File: config.mk
export PLATFORM = sky130hd
export DESIGN_NAME = flash_cmd_sequencer_flat
export DESIGN_NICKNAME = d
export VERILOG_FILES = /design/src/rtl/flash_seq_pkg.sv /design/src/rtl/flash_cmd_sequencer_if.sv /design/src/rtl/flash_cmd_sequencer.sv /design/src/flat_wrapper.sv
export SDC_FILE = /design/constraint.sdc
export NUM_CORES = 1
export LEC_CHECK = 0
export CORE_ASPECT_RATIO = 1.75
export CORE_MARGIN = 3
export CORE_UTILIZATION = 30
export CTS_CLUSTER_SIZE = 20
export DETAILED_ROUTE_END_ITERATION = 8
export GPL_TIMING_DRIVEN = 0
export SYNTH_ARGS = -nofsm -noshare
export SYNTH_HDL_FRONTEND = slang
export SYNTH_SLANG_ARGS = --single-unit
File: constraint.sdc
create_clock -name p_clk -period 2.6 [get_ports p_clk]
set_input_delay 0.39 -clock p_clk [delete_from_list [all_inputs] [get_ports p_clk]]
set_output_delay 0.39 -clock p_clk [all_outputs]
set_load 0.01 [all_outputs]
File: src/rtl/flash_seq_pkg.sv
// Shared constants for the SPI NOR flash command sequencer.
// Holds the opcodes, the FSM state codes, the frame byte indices and the per-byte frame builder.
package flash_seq_pkg;

  localparam logic [7:0] OP_READ = 8'h03;
  localparam logic [7:0] OP_PP   = 8'h02;
  localparam logic [7:0] OP_WREN = 8'h06;
  localparam logic [7:0] OP_RDSR = 8'h05;

  typedef logic [2:0] state_t;

  localparam state_t ST_IDLE = 3'd0;
  localparam state_t ST_WREN = 3'd1;
  localparam state_t ST_GAP  = 3'd2;
  localparam state_t ST_CMD  = 3'd3;
  localparam state_t ST_ADDR = 3'd4;
  localparam state_t ST_DATA = 3'd5;
  localparam state_t ST_POLL = 3'd6;
  localparam state_t ST_DONE = 3'd7;

  // Byte positions within a frame: opcode at 0, address at 1..3, data at 4..7.
  localparam logic [2:0] DATA_FIRST_IDX = 3'd4;
  localparam logic [2:0] DATA_LAST_IDX  = 3'd7;
  localparam logic [2:0] POLL_LAST_IDX  = 3'd1;

  // Byte to shift out for a given frame state and byte index.
  function automatic logic [7:0] frame_byte(input state_t st, input logic [2:0] idx,
                                            input logic wr, input logic [23:0] addr,
                                            input logic [31:0] wdata);
    logic [7:0] b;
    b = 8'h00;
    case (st)
      ST_WREN: b = OP_WREN;
      ST_POLL: b = (idx == 3'd0) ? OP_RDSR : 8'h00;
      ST_CMD:  b = wr ? OP_PP : OP_READ;
      ST_ADDR: begin
        case (idx)
          3'd1:    b = addr[23:16];
          3'd2:    b = addr[15:8];
          default: b = addr[7:0];
        endcase
      end
      ST_DATA: begin
        if (wr) begin
          case (idx)
            3'd4:    b = wdata[31:24];
            3'd5:    b = wdata[23:16];
            3'd6:    b = wdata[15:8];
            default: b = wdata[7:0];
          endcase
        end else begin
          b = 8'h00;
        end
      end
      default: b = 8'h00;
    endcase
    return b;
  endfunction

endpackage

File: src/rtl/flash_cmd_sequencer_if.sv
// Request/response, SPI byte-engine and chip-select signals of the flash command sequencer.
interface flash_cmd_sequencer_if;
  logic        req_valid;
  logic        req_ready;
  logic        req_write;
  logic [23:0] req_addr;
  logic [31:0] req_wdata;
  logic        rsp_valid;
  logic [31:0] rsp_rdata;
  logic        rsp_err;
  logic        tx_valid;
  logic        tx_ready;
  logic [7:0]  tx_byte;
  logic        rx_valid;
  logic [7:0]  rx_byte;
  logic        s_css;

  modport slave (
    input  req_valid, req_write, req_addr, req_wdata, tx_ready, rx_valid, rx_byte,
    output req_ready, rsp_valid, rsp_rdata, rsp_err, tx_valid, tx_byte, s_css
  );

  modport master (
    output req_valid, req_write, req_addr, req_wdata, tx_ready, rx_valid, rx_byte,
    input  req_ready, rsp_valid, rsp_rdata, rsp_err, tx_valid, tx_byte, s_css
  );
endinterface

File: src/rtl/flash_cmd_sequencer.sv
// Turns word read/write requests into SPI NOR command frames (READ, WREN+PP+RDSR polling)
// issued one byte at a time to an external byte engine.
module flash_cmd_sequencer
  import flash_seq_pkg::*;
#(
  parameter int CS_GAP     = 2,
  parameter int POLL_LIMIT = 1024
) (
  input logic                  p_clk,
  input logic                  p_resetn,
  flash_cmd_sequencer_if.slave bus
);

  localparam int GAP_W  = $clog2(CS_GAP + 1);
  localparam int POLL_W = $clog2(POLL_LIMIT + 1);

  state_t              state_r, gap_next_r, byte_state_s;
  logic [2:0]          byte_idx_r, idx_inc_s;
  logic [GAP_W-1:0]    gap_cnt_r;
  logic [POLL_W-1:0]   poll_cnt_r, poll_inc_s;
  logic                in_flight_r, tx_valid_r, s_css_r, req_ready_r;
  logic                rsp_valid_r, rsp_err_r, wr_r, last_byte_s;
  logic [7:0]          tx_byte_r;
  logic [23:0]         addr_r;
  logic [31:0]         wdata_r, rsp_rdata_r;

  assign bus.req_ready = req_ready_r;
  assign bus.rsp_valid = rsp_valid_r;
  assign bus.rsp_rdata = rsp_rdata_r;
  assign bus.rsp_err   = rsp_err_r;
  assign bus.tx_valid  = tx_valid_r;
  assign bus.tx_byte   = tx_byte_r;
  assign bus.s_css     = s_css_r;

  // Frame position bookkeeping: which state the following byte belongs to and whether this is the last.
  always_comb begin
    idx_inc_s    = byte_idx_r + 3'd1;
    poll_inc_s   = poll_cnt_r + POLL_W'(1);
    byte_state_s = state_r;
    last_byte_s  = 1'b0;
    case (state_r)
      ST_WREN: last_byte_s = 1'b1;
      ST_CMD:  byte_state_s = ST_ADDR;
      ST_ADDR: begin
        if (idx_inc_s == DATA_FIRST_IDX) begin
          byte_state_s = ST_DATA;
        end else begin
          byte_state_s = ST_ADDR;
        end
      end
      ST_DATA: last_byte_s = (byte_idx_r == DATA_LAST_IDX);
      ST_POLL: last_byte_s = (byte_idx_r == POLL_LAST_IDX);
      default: last_byte_s = 1'b0;
    endcase
  end

  // Sequencer FSM with inline byte, gap and poll counters.
  always_ff @(posedge p_clk or negedge p_resetn) begin
    if (!p_resetn) begin
      state_r     <= ST_IDLE;
      gap_next_r  <= ST_IDLE;
      byte_idx_r  <= 3'd0;
      gap_cnt_r   <= '0;
      poll_cnt_r  <= '0;
      in_flight_r <= 1'b0;
      tx_valid_r  <= 1'b0;
      tx_byte_r   <= 8'h00;
      s_css_r     <= 1'b1;
      req_ready_r <= 1'b0;
      rsp_valid_r <= 1'b0;
      rsp_err_r   <= 1'b0;
      rsp_rdata_r <= 32'h0000_0000;
      wr_r        <= 1'b0;
      addr_r      <= 24'h00_0000;
      wdata_r     <= 32'h0000_0000;
    end else begin
      rsp_valid_r <= 1'b0;
      case (state_r)
        ST_IDLE: begin
          if (req_ready_r && bus.req_valid) begin
            req_ready_r <= 1'b0;
            wr_r        <= bus.req_write;
            addr_r      <= bus.req_addr;
            wdata_r     <= bus.req_wdata;
            rsp_rdata_r <= 32'h0000_0000;
            rsp_err_r   <= 1'b0;
            byte_idx_r  <= 3'd0;
            poll_cnt_r  <= '0;
            // DONE plus this cycle already give two deselected cycles; pad only for longer gaps.
            if (CS_GAP > 2) begin
              state_r    <= ST_GAP;
              gap_cnt_r  <= GAP_W'(2);
              gap_next_r <= bus.req_write ? ST_WREN : ST_CMD;
            end else begin
              state_r <= bus.req_write ? ST_WREN : ST_CMD;
              s_css_r <= 1'b0;
            end
          end else begin
            req_ready_r <= 1'b1;
          end
        end
        ST_GAP: begin
          if (gap_cnt_r == GAP_W'(CS_GAP - 1)) begin
            state_r    <= gap_next_r;
            s_css_r    <= 1'b0;
            gap_cnt_r  <= '0;
            byte_idx_r <= 3'd0;
          end else begin
            gap_cnt_r <= gap_cnt_r + GAP_W'(1);
          end
        end
        ST_DONE: begin
          state_r     <= ST_IDLE;
          req_ready_r <= 1'b1;
          rsp_err_r   <= 1'b0;
        end
        default: begin
          if (tx_valid_r) begin
            if (bus.tx_ready) begin
              tx_valid_r  <= 1'b0;
              in_flight_r <= 1'b1;
            end
          end else if (in_flight_r) begin
            if (bus.rx_valid) begin
              in_flight_r <= 1'b0;
              if (state_r == ST_DATA && !wr_r) begin
                rsp_rdata_r <= {rsp_rdata_r[23:0], bus.rx_byte};
              end
              if (last_byte_s) begin
                s_css_r    <= 1'b1;
                byte_idx_r <= 3'd0;
                gap_cnt_r  <= '0;
                case (state_r)
                  ST_WREN: begin
                    state_r    <= ST_GAP;
                    gap_next_r <= ST_CMD;
                  end
                  ST_DATA: begin
                    if (wr_r) begin
                      state_r    <= ST_GAP;
                      gap_next_r <= ST_POLL;
                      poll_cnt_r <= '0;
                    end else begin
                      state_r     <= ST_DONE;
                      rsp_valid_r <= 1'b1;
                    end
                  end
                  ST_POLL: begin
                    poll_cnt_r <= poll_inc_s;
                    // WIP clear wins over the limit on the final allowed poll.
                    if (!bus.rx_byte[0]) begin
                      state_r     <= ST_DONE;
                      rsp_valid_r <= 1'b1;
                    end else if (poll_inc_s == POLL_W'(POLL_LIMIT)) begin
                      state_r     <= ST_DONE;
                      rsp_valid_r <= 1'b1;
                      rsp_err_r   <= 1'b1;
                    end else begin
                      state_r    <= ST_GAP;
                      gap_next_r <= ST_POLL;
                    end
                  end
                  default: state_r <= ST_IDLE;
                endcase
              end else begin
                byte_idx_r <= idx_inc_s;
                state_r    <= byte_state_s;
                tx_valid_r <= 1'b1;
                tx_byte_r  <= frame_byte(byte_state_s, idx_inc_s, wr_r, addr_r, wdata_r);
              end
            end
          end else begin
            tx_valid_r <= 1'b1;
            tx_byte_r  <= frame_byte(state_r, byte_idx_r, wr_r, addr_r, wdata_r);
          end
        end
      endcase
    end
  end

endmodule

File: src/flat_wrapper.sv
// flat-port wrapper written by rule: the top's interface ports become plain ports
module flash_cmd_sequencer_flat import flash_seq_pkg::*;
#(
  parameter int CS_GAP     = 2,
  parameter int POLL_LIMIT = 1024
)
  (p_clk, p_resetn, bus_req_valid, bus_req_write, bus_req_addr, bus_req_wdata, bus_tx_ready, bus_rx_valid, bus_rx_byte, bus_req_ready, bus_rsp_valid, bus_rsp_rdata, bus_rsp_err, bus_tx_valid, bus_tx_byte, bus_s_css);
  flash_cmd_sequencer_if bus_i ();
  input logic p_clk;
  input logic p_resetn;
  input wire logic [$bits(bus_i.req_valid)-1:0] bus_req_valid;
  input wire logic [$bits(bus_i.req_write)-1:0] bus_req_write;
  input wire logic [$bits(bus_i.req_addr)-1:0] bus_req_addr;
  input wire logic [$bits(bus_i.req_wdata)-1:0] bus_req_wdata;
  input wire logic [$bits(bus_i.tx_ready)-1:0] bus_tx_ready;
  input wire logic [$bits(bus_i.rx_valid)-1:0] bus_rx_valid;
  input wire logic [$bits(bus_i.rx_byte)-1:0] bus_rx_byte;
  output wire logic [$bits(bus_i.req_ready)-1:0] bus_req_ready;
  output wire logic [$bits(bus_i.rsp_valid)-1:0] bus_rsp_valid;
  output wire logic [$bits(bus_i.rsp_rdata)-1:0] bus_rsp_rdata;
  output wire logic [$bits(bus_i.rsp_err)-1:0] bus_rsp_err;
  output wire logic [$bits(bus_i.tx_valid)-1:0] bus_tx_valid;
  output wire logic [$bits(bus_i.tx_byte)-1:0] bus_tx_byte;
  output wire logic [$bits(bus_i.s_css)-1:0] bus_s_css;
  assign bus_i.req_valid = bus_req_valid;
  assign bus_i.req_write = bus_req_write;
  assign bus_i.req_addr = bus_req_addr;
  assign bus_i.req_wdata = bus_req_wdata;
  assign bus_i.tx_ready = bus_tx_ready;
  assign bus_i.rx_valid = bus_rx_valid;
  assign bus_i.rx_byte = bus_rx_byte;
  assign bus_req_ready = bus_i.req_ready;
  assign bus_rsp_valid = bus_i.rsp_valid;
  assign bus_rsp_rdata = bus_i.rsp_rdata;
  assign bus_rsp_err = bus_i.rsp_err;
  assign bus_tx_valid = bus_i.tx_valid;
  assign bus_tx_byte = bus_i.tx_byte;
  assign bus_s_css = bus_i.s_css;
  flash_cmd_sequencer #(.CS_GAP(CS_GAP), .POLL_LIMIT(POLL_LIMIT)) u_core (.p_clk(p_clk), .p_resetn(p_resetn), .bus(bus_i));
endmodule
==> run_results.csv, run 1 <==
group,metric,value,unit
die,fp.dieH,200.7,um
setup_path,critPathArrivalTime,2820,ps
synthesis,synth_mux_area_share,10.75,%
status,status,"finished clean",
timing,period_minus_slack,2509,ps
cells_and_area,diodes,0,
detailed_routing,avgViaCountPerCell,5.221,
detailed_routing,num_vias,5743,
grt,grt_use_total,17.25,%
placed_design,io_buffers,114,
setup_path,cp-start-kind,"register",
cells_and_area,drive_above_1_share,19.70,%
synthesis,synthArstFlopShare,100.0,%
timing,skew,7.059,ps
timing,max-slew-margin-rel,49.44,%
die,placementRows,70,
clocking,clock-sinks,125,
clocking,cts.clk_slew.worst_paths,60,ps
detailed_routing,first_pass_iters,6,
pwr,ir_drop,0.4602,mV
detailed_routing,detail-route-antenna-nets,0,
detailed_routing,routed_wl,20.11,mm
setup_path,rr_startpoint,"u_core.state_r[1]",
timing,finalSetupViolations,0,
grt,grt-ovfl-total,0,
cells_and_area,area_delta_synth_final,35.23,%
synthesis,netlist_area,0.006496,mm^2
die,num_io_pins,115,
die,coreArea,0.02111,mm^2
synthesis,synth.area.top_cells,"dfrtp_1 48%, mux2_2 10%, nand2_1 6.1%",
setup_path,critPathKind,"register to register",
cells_and_area,fill_cells,2135,
hold_path,holdCritPathClass,"input pin to asynchronous set/reset pin",
pwr,p_comb_share,38.7,%
synthesis,postSynthNetCount,739,
clocking,clock_path_buffers,2,
pwr,clkPwrFrac,26.9,%
setup_path,worstPathRequired,2910,ps
placed_design,place_ws,-392.1,ps
synthesis,synth_commonest_cells,"124 x dfrtp_1, 105 x nand2_1, 64 x o21ai_0",
clocking,clk_latency,430,ps
pwr,switching_power,3558,uW
setup_path,endpoint_kind,"register",
pwr,p_leak,0.003687,uW
synthesis,synth_compound_area_share,19.72,%
pwr,seqPwrFrac,34.4,%
timing,max_freq,0.3986,GHz
grt,grt_start_max_net_pins,99,
detailed_routing,wl_per_cell,18.28,um
synthesis,synth_adder_area_share,1.541,%
timing,final.setup.worst_slack,91.34,ps
placed_design,place_congestion,0.9247,
synthesis,synth_cell_types,68,
cells_and_area,seq_area,0.003131,mm^2
synthesis,syn-instance-count,661,
synthesis,synth-edff-count,0,
detailed_routing,drc,0,
synthesis,synth_top_family_by_area,"compound AO/OA/AOI/OAI gates",
cells_and_area,fin_util,41.62,%
synthesis,yosys.area.top_type_share,47.77,%
timing,rsz0062_at_grt,"no",
synthesis,synth-simple-area-share,15.64,%
synthesis,synth_warnings,0,
placed_design,dpl.hpwl,14.97,mm
pwr,p_int,5431,uW
synthesis,ys_ff_latch,125,
synthesis,yosysMostFrequentCell,"dfrtp_1",
setup_path,worstPathMaxFanout,10,
run,cap_violations,0,
synthesis,yosysSeqAreaShare,48.17,%
cells_and_area,multiInputGateArea,0.003208,mm^2
die,die-area,0.02353,mm^2
clocking,clockRootBuffer,"clkbuf_16",
setup_path,crit_start,"u_core.state_r[1]",
die,die_w,117.2,um
clocking,h-tree-depth,4,
clocking,cts_buffers,17,
detailed_routing,first_iter_violations,445,
die,initial_utilization,30.78,%
grt,grt_pass1_wl,31.47,mm
synthesis,avgSynthCellArea,9.828,um^2
grt,antenna_found_initial,0,
timing,worstMarginPinSlew,755.6,ps
synthesis,synth_flop_cell,"dfrtp_1",
clocking,tritoncts,"yes",
synthesis,synth-xor-area-share,0.2696,%
timing,slew_viol_final,0,
cells_and_area,nets,877,
timing,hold_viol,0,
timing,post-route-period-util,96.49,%
synthesis,yosys.area.top_type,"dfrtp_1",
pwr,swShare,39.58,%
pwr,p_per_area,1023,mW/mm^2
grt,grt_pass1_vias,5713,
-- metrics by stage --
| stage | instances | hold slack, ps | total power, uW | instance area, um^2 | TNS [ps] |
|---|---|---|---|---|---|
| 6_report | 1100 | 404.0 | 8989 | 8785 | 0 |
| 2_1_floorplan | 661 | 94.41 | 5022 | 6496 | 0 |
| 3_5_place_dp | 1064 | 283.5 | 6349 | 8026 | -2082 |
| 3_3_place_gp | 1063 | 461.2 | 6294 | 7998 | -495200 |
| 4_1_cts | 1097 | 414.7 | 8929 | 8710 | 0 |
| 5_1_grt | 1100 | 430.1 | 9484 | 8785 | 0 |
-- cell type report --
class / count / area share (%)
repair buffers: 120 / 13.77
plain buffers: 48 / 2.777
inverters: 9 / 0.3846
well taps: 288 / 4.102
clock buffers: 17 / 4.843
clock inverters: 15 / 1.966
flip-flops and latches: 125 / 35.64
multi-input cells: 478 / 36.52
-- power groups by stage --
stage	sequential (uW)	clock [uW]	combinational [uW]
2_1_floorplan	2960	0	2060
3_3_place_gp	3090	0	3200
3_5_place_dp	3110	0	3240
4_1_cts	3080	2460	3380
5_1_grt	3180	2550	3760
6_report	3100	2420	3480
-- kinds of logic after synthesis --
logic type	count (synthesis)
simple gates	214
compound gates	192
flops	125
mux	62
buf+inv	58
fa+ha+maj	8
xor+xnor	2
-- per-layer routing --
layer  routed length [um]  track usage [%]  share of wire [%]  up-vias
met4                  801            7.298                4.0        0
li1                     -                -                  -     2693
met2                11110            31.34                 55      199
met5                    0                0                  0        -
met3                  871            3.047                4.3       49
met1                 7332            19.08                 36     2802
-- flip-flops by register name, summed over array words and instances, names as in the netlist --
register and flops:
u_core.in_flight_r 1, u_core.byte_idx_r 3, u_core.wdata_r 32, u_core.gap_next_r 3, u_core.bus.rsp_err 1, u_core.gap_cnt_r 2
u_core.bus.rsp_rdata 32, u_core.state_r 3, u_core.bus.rsp_valid 1, u_core.wr_r 1, u_core.bus.s_css 1, u_core.bus.req_ready 1
u_core.bus.tx_valid 1, u_core.addr_r 24, u_core.poll_cnt_r 11, u_core.bus.tx_byte 8
-- layout by cell type, fill, tap and decap left out, drive strengths merged, types with 3 or more instances in the layout --
| master | instances |
|---|---|
| dfrtp | 124 |
| buf | 29 |
| nor2b | 10 |
| mux2i | 3 |
| mux2 | 59 |
| clkinv | 3 |
| and3 | 7 |
| nor3 | 8 |
| nand4 | 3 |
| nand3 | 13 |
| a22oi | 16 |
| clkdlybuf4s50 | 113 |
| a21oi | 40 |
| nand2 | 106 |
| a222oi | 16 |
| clkbuf | 42 |
| a221o | 3 |
| a2bb2oi | 4 |
| or4 | 3 |
| nand2b | 8 |
| nor2 | 37 |
| and4 | 4 |
| o221ai | 4 |
| o21bai | 3 |
| ha | 8 |
| o22ai | 10 |
| o31ai | 7 |
| o21ai | 65 |
| a221oi | 4 |
| or3 | 4 |
| inv | 18 |
-- worst paths after layout --
check | depth (start not counted) | end | slack, ps
setup / recovery | 7 | u_core.wdata_r[26] | 90
hold / removal | 2 | u_core.poll_cnt_r[0] | 400
setup reg to reg | 7 | u_core.wdata_r[26] | 90
hold reg to reg | 1 | u_core.gap_next_r[1] | 480
max in group asynchronous | 3 | u_core.byte_idx_r[0] | 1410
min in group p_clk | 1 | u_core.gap_next_r[1] | 480
-- critical path, cell delays in order, from the launching register on --
cell	delay (ps)
dfrtp_1	380
buf_2	180
nor3_2	300
and3_1	200
clkbuf_1	290
buf_2	330
buf_2	340
mux2_2	370
-- timing repair --
| item | in CTS | in global routing |
|---|---|---|
| resized for setup | 20 | 18 |
| endpoints found under the hold margin | 27 | 0 |
| setup buffers | 0 | 4 |
| pin swaps | 1 | 5 |
| hold buffers | 1 | 0 |
| setup endpoints to repair | 17 | 17 |
No activity file was read; power rests on OpenSTA's default activity.
==> run 2, diff against run 1 <==
Settings changed: ABC_AREA set to 1.
==> run 2 against run 1 <==
Net effect:
- flip-flop and latch count is the same
- cell count grew 18%
- largest power group unchanged
- synthesized area up 2.0%
==> run_results.csv, run 2 <==
group,metric,value,unit
detailed_routing,met2WireLength,11.49,mm
detailed_routing,num_vias,6147,
synthesis,synthArstFlopShare,100.0,%
timing,slew_viol_final,0,
grt,grt-ovfl-total,0,
timing,worstMarginPinSlew,661.8,ps
timing,finalSetupViolations,0,
cells_and_area,layout.cells.most_common,"nand2_1",
timing,hold_viol,0,
detailed_routing,detail-route-antenna-nets,0,
synthesis,yosysSeqAreaShare,47.22,%
synthesis,yosys.area.top_type,"dfrtp_1",
clocking,clockRootBuffer,"clkbuf_16",
synthesis,synth_top_family_by_area,"simple AND/OR/NAND/NOR gates",
detailed_routing,dr_wl_met3,528,um
detailed_routing,avgViaCountPerCell,4.747,
die,initial_utilization,30.70,%
clocking,clk_latency,420,ps
synthesis,synth_mux_area_share,0,%
placed_design,dpl.hpwl,15.91,mm
die,fp.dieH,202.6,um
synthesis,syn-instance-count,854,
synthesis,ys_ff_latch,125,
setup_path,critPathArrivalTime,2790,ps
setup_path,endpoint_kind,"register",
placed_design,place_ws,-144.7,ps
setup_path,rr_startpoint,"u_core.byte_idx_r[0]",
placed_design,place_area,0.008163,mm^2
synthesis,synth_flop_cell,"dfrtp_1",
die,num_io_pins,115,
clocking,clock_path_buffers,2,
die,placementRows,71,
synthesis,yosys.area.top_type_share,46.82,%
die,coreArea,0.02159,mm^2
detailed_routing,wl_per_cell,15.68,um
clocking,tritoncts,"yes",
grt,grt_use_total,17.36,%
synthesis,yosysMostFrequentCell,"nand2_1",
cells_and_area,final_cell_mix,"327 x nand2_1, 124 x dfrtp_1, 113 x clkdlybuf4s50_1",
synthesis,postSynthNetCount,932,
clocking,clock-sinks,125,
synthesis,synth.area.top_cells,"dfrtp_1 47%, nand2_1 19%, inv_1 4.0%",
timing,post-route-period-util,95.56,%
placed_design,place_congestion,0.9165,
setup_path,ff2ff_path_depth,12,
grt,grt_pass1_wl,32.55,mm
synthesis,synth_adder_area_share,1.510,%
cells_and_area,fin_area,0.008865,mm^2
grt,grt_pass1_vias,6361,
detailed_routing,first_iter_violations,368,
setup_path,cp-start-kind,"register",
detailed_routing,routed_wl,20.31,mm
synthesis,synth_warnings,0,
status,status,"finished clean",
pwr,ir_drop,0.5307,mV
pwr,p_per_area,1200,mW/mm^2
timing,skew,8.249,ps
synthesis,synth-simple-area-share,29.98,%
setup_path,r2r-end,"u_core.bus.tx_byte[7]",
synthesis,synth_cell_types,38,
synthesis,avgSynthCellArea,7.761,um^2
grt,grt_start_max_net_pins,76,
timing,period_minus_slack,2485,ps
die,die_w,118.4,um
cells_and_area,drive_above_1_share,11.07,%
synthesis,synth-xor-area-share,0,%
placed_design,io_buffers,114,
setup_path,worstPathRequired,2900,ps
setup_path,worstPathMaxFanout,10,
cells_and_area,diodes,0,
timing,final.setup.worst_slack,115.4,ps
grt,antenna_found_initial,0,
timing,max-slew-margin-rel,55.41,%
synthesis,synth_commonest_cells,"328 x nand2_1, 124 x dfrtp_1, 70 x inv_1",
setup_path,critPathKind,"register to register",
timing,max_freq,0.4025,GHz
setup_path,crit_start,"u_core.byte_idx_r[0]",
cells_and_area,area_delta_synth_final,33.75,%
die,die-area,0.02398,mm^2
run,cap_violations,0,
detailed_routing,wl_met1,7.150,mm
clocking,h-tree-depth,4,
pwr,p_leak,0.004022,uW
synthesis,netlist_area,0.006628,mm^2
setup_path,crit_end,"u_core.bus.tx_byte[7]",
detailed_routing,first_pass_iters,5,
detailed_routing,top_layer,"met4",
cells_and_area,nets,1068,
detailed_routing,drc,0,
synthesis,synth-edff-count,0,
clocking,cts_buffers,17,
hold_path,holdCritPathClass,"input pin to asynchronous set/reset pin",
timing,rsz0062_at_grt,"no",
synthesis,synth_compound_area_share,14.25,%
setup_path,ff2ff_setup_slack,120,ps
clocking,cts.clk_slew.worst_paths,60,ps
==> run 2: changes by cell type after synthesis, sizes merged, moves of 16 or more <==
cell / delta
nand2: +233
inv: +73
mux2: -59
nand3: +29
o211ai: +23
a222oi: -16
a22oi: -16
==> run 2: per-layer routing <==
| layer | vias up | track usage, % |
|---|---|---|
| li1 | 3065 | - |
| met1 | 2892 | 16.37 |
| met2 | 142 | 34.09 |
| met3 | 48 | 2.508 |
| met4 | 0 | 11.24 |
| met5 | - | 0 |
==> run 2: area by class of cell <==
| class | instances | area [um^2] |
|---|---|---|
| timing repair buffer | 117 | 1187 |
| multi-input combinational | 618 | 3057 |
| tap | 292 | 365.4 |
| sequential | 125 | 3129 |
| inverter | 83 | 320.3 |
| buffer | 28 | 152.6 |
| fill | 2248 | 12720 |
| clock inverter | 14 | 214.0 |
| clock buffer | 18 | 439.2 |
==> run 2: how the worst min path moves through the flow <==
| stage | startpoint | endpoint |
|---|---|---|
| 2_1_floorplan | p_resetn | u_core.addr_r[0] |
| 3_3_place_gp | u_core.gap_next_r[1] | u_core.gap_next_r[1] |
| 3_5_place_dp | p_resetn | u_core.addr_r[17] |
| 4_1_cts | u_core.gap_next_r[1] | u_core.gap_next_r[1] |
| 5_1_grt | bus_req_addr[7] | u_core.addr_r[7] |
| 6_report | p_resetn | u_core.addr_r[17] |
==> run 2: logic make-up (layout without fill, tap and decap cells) <==
group | count (synthesis) | count (layout)
compound gates | 150 | 150
simple gates | 460 | 460
flops | 125 | 125
fa+ha+maj | 8 | 8
buf+inv | 111 | 260
==> run 2: timing repair <==
action                                  CTS  global route
hold buffers                              1             0
buffers inserted                          0             1
endpoints found under the setup margin    6             7
gates resized for setup                   4             8
endpoints found under the hold margin    50             0
pin swaps                                 1             2
==> run 2: power breakdown <==
| group | switching [uW] | total, uW | leakage [uW] | internal [uW] |
|---|---|---|---|---|
| registers | 692 | 3470 | 0.00156 | 2780 |
| logic | 2770 | 4520 | 0.00215 | 1750 |
| clock network | 913 | 2640 | 0.000313 | 1730 |
| total | 4380 | 10600 | 0.00402 | 6260 |
==> run 2: worst max-delay path, cell delays in order (launching register included) <==
cell and delay (ps):
dfrtp_1 420, ha_2 220, ha_4 300, inv_1 70, nand2_2 110, inv_2 90
nor2_1 150, inv_2 80, buf_4 170, o211ai_1 350, o21ai_1 130, a21oi_1 190
a21oi_1 80
==> run 2: per-stage QoR <==
step | hold slack (ps) | cells | total power (uW) | utilization, % | setup TNS [ps]
3_3_place_gp | 450.2 | 1260 | 7882 | 37.68 | -488470
5_1_grt | 510.9 | 1295 | 11350 | 41.07 | 0
4_1_cts | 475.9 | 1294 | 10670 | 40.96 | 0
2_1_floorplan | 94.41 | 854 | 6077 | - | 0
6_report | 470.3 | 1295 | 10640 | 41.07 | 0
3_5_place_dp | 363.5 | 1261 | 7962 | 37.81 | -366.0
